===== src/rtl/uart_pkg.sv =====
// Shared definitions for the serial link (uart_rx / uart_tx).
package uart_pkg;

  localparam int UART_DATA_BITS = 8;

  typedef enum logic [2:0] {
    IDLE,
    START,
    DATA,
    STOP,
    WAIT_IDLE
  } uart_rx_state_t;

  function automatic int clks_per_bit(input int freq, input int baud);
    return freq / baud;
  endfunction

endpackage


===== src/rtl/uart_rx_sync.sv =====
// Two-flop synchroniser for the asynchronous rx pin followed by a 3-sample majority vote.
module uart_rx_sync (
  input  logic clk,
  input  logic reset,
  input  logic rx,
  output logic rx_s,
  output logic rx_m
);

  logic [1:0] sync_q;
  logic [2:0] hist_q;

  function automatic logic majority3(input logic [2:0] v);
    return (v[0] & v[1]) | (v[0] & v[2]) | (v[1] & v[2]);
  endfunction

  // Reset to the idle-line level so that no false start is seen after reset.
  always_ff @(posedge clk) begin
    if (reset) begin
      sync_q <= 2'b11;
      hist_q <= 3'b111;
    end else begin
      sync_q <= {sync_q[0], rx};
      hist_q <= {hist_q[1:0], sync_q[1]};
    end
  end

  assign rx_s = sync_q[1];
  assign rx_m = majority3(hist_q);

endmodule


===== src/rtl/uart_rx.sv =====
// 8N1 asynchronous receiver: samples mid-bit with an integer divider and hands bytes
// out through a single holding register with valid/ready, flagging framing errors and overruns.
module uart_rx
  import uart_pkg::*;
#(
  parameter int CLK_FREQ = 60000000,
  parameter int BAUD     = 115200
) (
  input  logic       clk,
  input  logic       reset,
  input  logic       rx,
  output logic [7:0] data,
  output logic       valid,
  input  logic       ready,
  output logic       busy,
  output logic       frame_err,
  output logic       overrun
);

  localparam int CPB   = clks_per_bit(CLK_FREQ, BAUD);
  localparam int CNT_W = $clog2(CPB);
  localparam int IDX_W = $clog2(UART_DATA_BITS);

  localparam logic [CNT_W-1:0] CNT_LAST = CNT_W'(CPB - 1);
  localparam logic [CNT_W-1:0] CNT_HALF = CNT_W'(CPB / 2 - 1);
  localparam logic [IDX_W-1:0] IDX_LAST = IDX_W'(UART_DATA_BITS - 1);

  generate
    if (CPB < 8) begin : g_cpb_check
      $error("uart_rx: CLK_FREQ/BAUD must be at least 8 clocks per bit");
    end
  endgenerate

  logic rx_s;
  logic rx_m;

  uart_rx_sync u_sync (
    .clk  (clk),
    .reset(reset),
    .rx   (rx),
    .rx_s (rx_s),
    .rx_m (rx_m)
  );

  uart_rx_state_t       state_q, state_d;
  logic [CNT_W-1:0]     cnt_q, cnt_d;
  logic [IDX_W-1:0]     idx_q, idx_d;
  logic [7:0]           shift_q, shift_d;
  logic [7:0]           data_q, data_d;
  logic                 valid_q, valid_d;
  logic                 ferr_q, ferr_d;
  logic                 ovr_q, ovr_d;
  logic                 rx_s_prev_q;
  logic                 commit;

  always_comb begin
    state_d = state_q;
    cnt_d   = cnt_q + CNT_W'(1);
    idx_d   = idx_q;
    shift_d = shift_q;
    data_d  = data_q;
    valid_d = valid_q;
    ferr_d  = 1'b0;
    ovr_d   = 1'b0;
    commit  = 1'b0;

    unique case (state_q)
      IDLE: begin
        cnt_d = '0;
        if (rx_s_prev_q && !rx_s) state_d = START;
      end
      START: begin
        // A start bit that is no longer low at its centre was only a glitch.
        if (cnt_q == CNT_HALF) begin
          cnt_d   = '0;
          idx_d   = '0;
          state_d = rx_m ? IDLE : DATA;
        end
      end
      DATA: begin
        if (cnt_q == CNT_LAST) begin
          cnt_d   = '0;
          shift_d = {rx_m, shift_q[7:1]};
          idx_d   = idx_q + IDX_W'(1);
          if (idx_q == IDX_LAST) state_d = STOP;
        end
      end
      STOP: begin
        if (cnt_q == CNT_LAST) begin
          cnt_d = '0;
          if (rx_m) begin
            commit  = 1'b1;
            state_d = IDLE;
          end else begin
            ferr_d  = 1'b1;
            state_d = WAIT_IDLE;
          end
        end
      end
      WAIT_IDLE: begin
        cnt_d = '0;
        if (rx_m) state_d = IDLE;
      end
      default: state_d = IDLE;
    endcase

    // A byte accepted on the commit cycle frees the register for the new one.
    if (commit) begin
      if (!valid_q || ready) begin
        data_d  = shift_q;
        valid_d = 1'b1;
      end else begin
        ovr_d = 1'b1;
      end
    end else if (valid_q && ready) begin
      valid_d = 1'b0;
    end
  end

  always_ff @(posedge clk) begin
    if (reset) begin
      state_q     <= IDLE;
      cnt_q       <= '0;
      idx_q       <= '0;
      data_q      <= '0;
      valid_q     <= 1'b0;
      ferr_q      <= 1'b0;
      ovr_q       <= 1'b0;
      rx_s_prev_q <= 1'b1;
    end else begin
      state_q     <= state_d;
      cnt_q       <= cnt_d;
      idx_q       <= idx_d;
      data_q      <= data_d;
      valid_q     <= valid_d;
      ferr_q      <= ferr_d;
      ovr_q       <= ovr_d;
      rx_s_prev_q <= rx_s;
    end
  end

  always_ff @(posedge clk) begin
    shift_q <= shift_d;
  end

  assign data      = data_q;
  assign valid     = valid_q;
  assign busy      = (state_q != IDLE);
  assign frame_err = ferr_q;
  assign overrun   = ovr_q;

endmodule


===== config.mk =====
export PLATFORM = sky130hd
export DESIGN_NAME = uart_rx
export DESIGN_NICKNAME = d
export VERILOG_FILES = /design/src/rtl/uart_pkg.sv /design/src/rtl/uart_rx_sync.sv /design/src/rtl/uart_rx.sv
export SDC_FILE = /design/constraint.sdc
export NUM_CORES = 1
export LEC_CHECK = 0
export CAP_MARGIN = 20
export CORE_MARGIN = 4
export CORE_UTILIZATION = 50
export DETAILED_ROUTE_END_ITERATION = 6
export PLACE_DENSITY_LB_ADDON = 0.15
export SYNTH_ARGS = -nofsm -noshare
export SYNTH_HDL_FRONTEND = slang
export SYNTH_SLANG_ARGS = --single-unit

===== constraint.sdc =====
create_clock -name clk -period 2 [get_ports clk]
set_clock_uncertainty 0.15 [all_clocks]
set_input_delay 0.4 -clock clk [delete_from_list [all_inputs] [get_ports clk]]
set_output_delay 0.4 -clock clk [all_outputs]
set_load 0.02 [all_outputs]

==> results of run 1 <==
per-layer routing:
layer | routed length (um) | GRT usage, %
met1 | 1460 | 19.2
met3 | 143 | 5.23
met5 | 0 | 0
met4 | 48 | 6.09
met2 | 1660 | 29.1
how the worst max path moves through the flow:
stage	start	endpoint	cells past startpoint
after floorplan	cnt_q[5]	data[0]	5
after global placement	cnt_q[5]	data[7]	4
after detailed placement	cnt_q[5]	data[3]	4
after CTS	cnt_q[5]	data[1]	4
after global routing	cnt_q[3]	data[2]	4
final	cnt_q[3]	data[7]	4
synthesized netlist by cell type, types with 6 or more instances:
cell type,instances
dfxtp_1,32
nor2_1,17
a21oi_1,12
nand2_1,10
nand4_1,9
edfxtp_1,8
o21ai_1,8
xnor2_1,7
nor3_1,6
or2_2,6
final cells by class:
type / instances / share of cell area [%]
Inverter: 3 / 0.545
Multi-Input combinational cell: 115 / 37.0
Sequential cell: 40 / 42.7
Clock buffer: 6 / 2.00
Timing Repair Buffer: 31 / 13.4
Clock inverter: 2 / 1.69
Tap cell: 44 / 2.66
stage by stage:
| step | TNS, ps | util [%] | setup slack, ps | cell area [um^2] | power (mW) |
|---|---|---|---|---|---|
| 4_1_cts | -8.04 | 64.5 | -4.04 | 2030 | 1.39 |
| 6_report | -29.9 | 65.6 | -18.4 | 2070 | 1.38 |
| 3_3_place_gp | 0 | 62.2 | 69.4 | 1960 | 0.880 |
| 2_1_floorplan | 0 | - | 3.18 | 1720 | 0.868 |
| 3_5_place_dp | 0 | 62.2 | 14.6 | 1960 | 0.881 |
| 5_1_grt | -361 | 65.6 | -79.5 | 2070 | 1.43 |
worst max-delay path, delay by kind of cell, from the launching register on:
family / cells / cell delay, ps
and+or+nand+nor: 2 / 1190
AOI/OAI and AO/OA: 2 / 250
DFF: 1 / 340
logic make-up (layout without fill, tap and decap cells):
kind of cell	after synthesis	count (layout)
mux	4	4
buf+inv	13	42
flops	40	40
xor+xnor	8	8
compound gates	27	27
fa+ha+maj	4	4
simple gates	71	72
registers in the layout, indices dropped and copies added (netlist names):
name	cells
shift_q	8
state_q	3
cnt_q	10
valid	1
u_sync.sync_q	2
idx_q	3
frame_err	1
u_sync.hist_q	3
data	8
overrun	1
power groups by stage:
stage | sequential, mW | combinational [mW] | clock, mW
detailed placement | 0.844 | 0.0373 | 0
CTS | 0.826 | 0.0364 | 0.530
global placement | 0.844 | 0.0364 | 0
finish | 0.826 | 0.0366 | 0.519
global route | 0.827 | 0.0401 | 0.567
floorplan | 0.843 | 0.0246 | 0
timing repair:
action	in CTS	in global routing
setup buffers	0	0
cloned	0	1
setup endpoints to repair	3	16
pin swaps	0	5
hold buffers	0	0
gates resized for setup	4	7
endpoints found under the hold margin	0	0
==> metrics.txt, run 1 <==
simple-gate area share of the yosys netlist between 20% and 30%; largest net degree at the start of global routing 13; Int Power ~1.1 mW; Ys Warns 0; Seq cells post-synth 40; layout cells sized above 1 24.4%; CTS tree done; Synth Cell Area 1710 um^2; vias in the first global route 1,280; MaxCap Viol Count 0; initial antenna violation count 0; chip width approximately 67 um; Reg power frac 59.8%; Most Frequent Cell on Critical Path or4_4; Comb pwr share 2.7%; post-synth top area share a little under two fifths; sequential area share after synthesis 51.4%; largest family of logic cells by synthesized area simple AND/OR/NAND/NOR gates; FF-to-FF setup slack -20 ps; Post-synth EDFFs 8; global-route wire length before repair 5620 um; Post-Route WL about 3300 um; worst hold path type reg2reg; register area approximately 880 um^2; Pleak 0.727 nW; area of the multi-input gates 764 um^2; failing checks negative setup slack; setup slack after layout -18.4 ps; Final ANT Viol Nets 0; Pwr per Cell Area between 600 and 700 nW/um^2; crit path max fanout 5; fin nets 203; Vias/cell 5.51; Longest Clk Path Bufs 2; CP cell instances or4_4 -> or4_4 -> o21ai_1 -> a21oi_1; Synth area leader dfxtp_1; Final GP Congestion around 0.89; CP arrival 2110 ps; Final Max Tran Viols 0; I/O pin count 16; Detailed Route Iter0 Violations 99; Setup crit start kind flop; die area 4430 um^2; hold depth 1; Slew @ Worst Pin 384 ps; fin crit share 101%; async set-reset flop share out of synthesis 0%; drt wl/cell 13.7 um; Synth Instances 167; Clk pwr share 37.6%; complex-gate fraction of the synthesized area around 8.8%; Cell Count, Final, Fillers Out between 200 and 250; adder and majority cell fraction of the synthesized area 2.77%; # rows 20; slew margin rel. around three quarters; XOR/XNOR Fraction of Synth Area 4.09%; fin crit period between 2000 and 2500 ps; multiplexer area fraction after synthesis about 2.5%; fill count approximately 280; commonest non-fill, non-tap cells in the layout dfxtp_1 (31), nor2_1 (16), buf_4 (15), clkdlybuf4s50_1 (14), a21oi_1 (11); area of the core 3150 um^2; final setup fails 3; commonest non-fill, non-tap cell in the layout dfxtp_1; switch share 20.2%; Die H 66.6 um; # clock sinks 40; hpwl dp around 2400 um; Syn Nets 174; slowest CP cell or4_4; CP endpoint kind flop; IO Port Bufs 15; RSZ-0062 raised after global routing yes; CTS buffer count 5; sw power roughly 0.28 mW; synth unique cells 43; placed instance count 232; top cells by area, synth dfxtp_1 (37%), edfxtp_1 (14%), nor2_1 (3.7%), xnor2_1 (3.6%), a21oi_1 (3.5%); worst skew pair latency 350 ps; clk slew on worst S/H paths 110 ps; Worst Hold Slack 290 ps; H-tree depth 2; slowest stage delay, CP 620 ps; CP required between 2000 and 2500 ps; Total Routing Usage GR 16.8%; drt drc 0; Antenna diodes 0; f_max 495 MHz; Reg2Reg Depth 4; Vias 1,329; maximum VDD drop ~0.00045 V; Area growth syn-to-layout 20.6%; critical hold path startpoint u_sync.sync_q[0]; initial cell density of the core 54.4%; critical path class reg2reg; status complete, but fails checks; worst r2r dst data[7]; clk root buf clkbuf_4; reg2reg start cnt_q[3]; Most used DFF post-synth dfxtp_1; total global routing overflow 0; Hold EP u_sync.sync_q[1]; First-pass DRT Iterations 4; Hold Vio Cnt, Final 0; mean area per synthesized cell a little over 10 um^2
(Power assumes the default switching activity.)
==> inputs of run 2 (changes only) <==
==> constraint.sdc (replaced) <==
create_clock -name clk -period 2 [get_ports clk]
set_clock_uncertainty 0.15 [all_clocks]
set_input_delay 0.2 -clock clk [delete_from_list [all_inputs] [get_ports clk]]
set_output_delay 0.2 -clock clk [all_outputs]
set_load 0.02 [all_outputs]
==> metrics.txt, run 2 (synthesized netlist as in run 1, its figures left out) <==
I/O pin count 16 (unchanged); CTS buffer count 5 (unchanged); Detailed Route Iter0 Violations 80 (was 99); CTS tree done (unchanged); total global routing overflow 0 (unchanged); status finished, final reports clean (was complete, but fails checks); Total Routing Usage GR 16.5% (was 16.8%); vias in the first global route 1,257 (was 1,280); hpwl dp 2390 um (about the same); Total Power 1.24 mW (was 1.38 mW); Hold Vio Cnt, Final 0 (unchanged); Critical Path Stages 6 (was 4); drt wl/cell 13.9 um (was 13.7 um); layout cells sized above 1 24.1% (was 24.4%); commonest non-fill, non-tap cell in the layout dfxtp_1 (unchanged); clk root buf clkbuf_4 (unchanged); initial antenna violation count 0 (unchanged); register with the most flip-flops cnt_q (unchanged); worst path buffer plus inverter count 2 (was 0); Setup crit start kind flop (unchanged); First-pass DRT Iterations 4 (unchanged); slew margin rel. 74.2% (was 74.4%); final setup TNS 0 ps (was -29.9 ps); fin crit share 99.1% (was 101%); H-tree depth 2 (unchanged); # rows 20 (unchanged); # clock sinks 40 (unchanged); die area 4430 um^2 (unchanged); maximum VDD drop 0.000407 V (was 0.000446 V); worst r2r dst data[1] (was data[7]); Final GP Congestion 0.876 (was 0.886); RSZ-0062 raised after global routing yes (unchanged); CP cell instances or4_4 -> buf_4 -> nor4_4 -> buf_6 -> nand4_1 -> a21oi_1 (was or4_4 -> or4_4 -> o21ai_1 -> a21oi_1); pre-CTS setup slack 0.216 ps (was 14.6 ps); Vias/cell 5.41 (was 5.51); Longest Clk Path Bufs 2 (unchanged); fin nets 201 (was 203); final core utilization 64.6% (was 65.6%); final setup fails 0 (was 3); Final Max Tran Viols 0 (unchanged); hold depth 2 (was 1); clk slew on worst S/H paths 120 ps (was 110 ps); MaxCap Viol Count 0 (unchanged); crit path max fanout 10 (was 5); max reg flops 10 (unchanged); FF-to-FF setup slack 20 ps (was -20 ps); reg2reg start cnt_q[3] (unchanged); chip width 66.6 um (unchanged); Post-Route WL 3310 um (about the same); global-route wire length before repair 5510 um (was 5620 um); Pleak 0.701 nW (was 0.727 nW); CP endpoint kind flop (unchanged); delay-heaviest family, CP simple AND/OR/NAND/NOR gates (unchanged); IO Port Bufs 15 (unchanged); # hold bufs at CTS 0 (unchanged); f_max 504 MHz (was 495 MHz); critical hold path startpoint rx (was u_sync.sync_q[0]); commonest non-fill, non-tap cells in the layout dfxtp_1 (31), nor2_1 (16), clkdlybuf4s50_1 (14), a21oi_1 (12), buf_4 (12) (was dfxtp_1 (31), nor2_1 (16), buf_4 (15), clkdlybuf4s50_1 (14), a21oi_1 (11)); slowest CP cell or4_4 (unchanged); setup slack after layout 17.8 ps (was -18.4 ps); Pwr per Cell Area 609 nW/um^2 (was 668 nW/um^2); largest net degree at the start of global routing 13 (unchanged); Area growth syn-to-layout 18.8% (was 20.6%); CP required 2130 ps (was 2090 ps); Vias 1,293 (was 1,329); Final ANT Viol Nets 0 (unchanged); fin crit period 1980 ps (was 2020 ps); Die H 66.6 um (unchanged); slowest stage delay, CP 560 ps (was 620 ps); Slew @ Worst Pin 387 ps (was 384 ps); Hold EP u_sync.sync_q[0] (was u_sync.sync_q[1]); Antenna diodes 0 (unchanged); drt drc 0 (unchanged); initial cell density of the core 54.4% (unchanged); critical path class reg2reg (unchanged); worst skew pair latency 340 ps (was 350 ps); fill count 267 (was 281); CP arrival 2110 ps (about the same); worst hold path type in2reg (was reg2reg); Reg2Reg Depth 6 (was 4); area of the core 3150 um^2 (unchanged)
-- run 2: cell types whose count changed in the layout (fill, tap and decap cells not counted) --
cell       change
buf_6          +1
buf_4          -3
o21ai_2        +2
ha_2           +1
clkbuf_1       +1
buf_2          -1
a21oi_2        -1
ha_1           -1
bufinv_16      -1
a21oi_1        +1
clkbuf_2       +1
o21ai_1        -2
-- run 2: how the worst max path moves through the flow --
stage,start,endpoint,slack (ps)
floorplan,cnt_q[5],data[0],3
global placement,cnt_q[5],data[6],70
detailed placement,cnt_q[5],data[1],0.2
CTS,state_q[2],busy,10
global route,cnt_q[3],data[7],-10
finish,cnt_q[3],data[1],20
-- run 2: worst register-to-register path: cells and delay by family, from the launching register on --
family | cells | cell delay [ps]
simple gates | 3 | 940
buf+inv | 2 | 340
flops | 1 | 330
compound gates | 1 | 170
-- run 2: layout make-up --
type | instances | area (um^2) | share of cell area [%]
well taps | 44 | 55.1 | 2.70
repair buffers | 29 | 267 | 13.1
multi-input cells | 115 | 771 | 37.9
inverters | 3 | 11.3 | 0.553
clock buffers | 7 | 45.0 | 2.21
clock inverters | 1 | 5.00 | 0.246
flip-flops and latches | 40 | 882 | 43.3
-- run 2: where the power goes --
group          internal (mW)  switching (mW)
logic                 0.0155          0.0165
registers              0.823         0.00477
clock network          0.137           0.242
total                  0.976           0.264
-- run 2: stage by stage --
step | hold slack, ps | instance area, um^2 | std cells
after global routing | 248 | 2040 | 239
after global placement | 243 | 1940 | 229
after floorplan | 154 | 1720 | 167
after detailed placement | 250 | 1940 | 229
final | 266 | 2040 | 239
after CTS | 254 | 1990 | 237
-- run 2: timing repair --
action	in CTS	in global routing
setup endpoints to repair	2	17
gates cloned	0	1
endpoints found under the hold margin	0	0
setup buffers	0	1
pin swaps	1	8
gates resized for setup	1	12
-- run 2: routing by layer --
metal  global-route usage, %  share of wire (%)  routed length (um)
met1                    18.9                 44                1460
met2                    28.0                 50                1670
met3                    5.73                4.8                 160
met4                    6.35               0.63                  21
met5                       0                  0                   0
==> inputs of run 3 (changes only) <==
Settings changed: SLEW_MARGIN from default to 0.
==> results of run 3 <==
No change in the layout: final DEF, timing and power equal those of run 2.
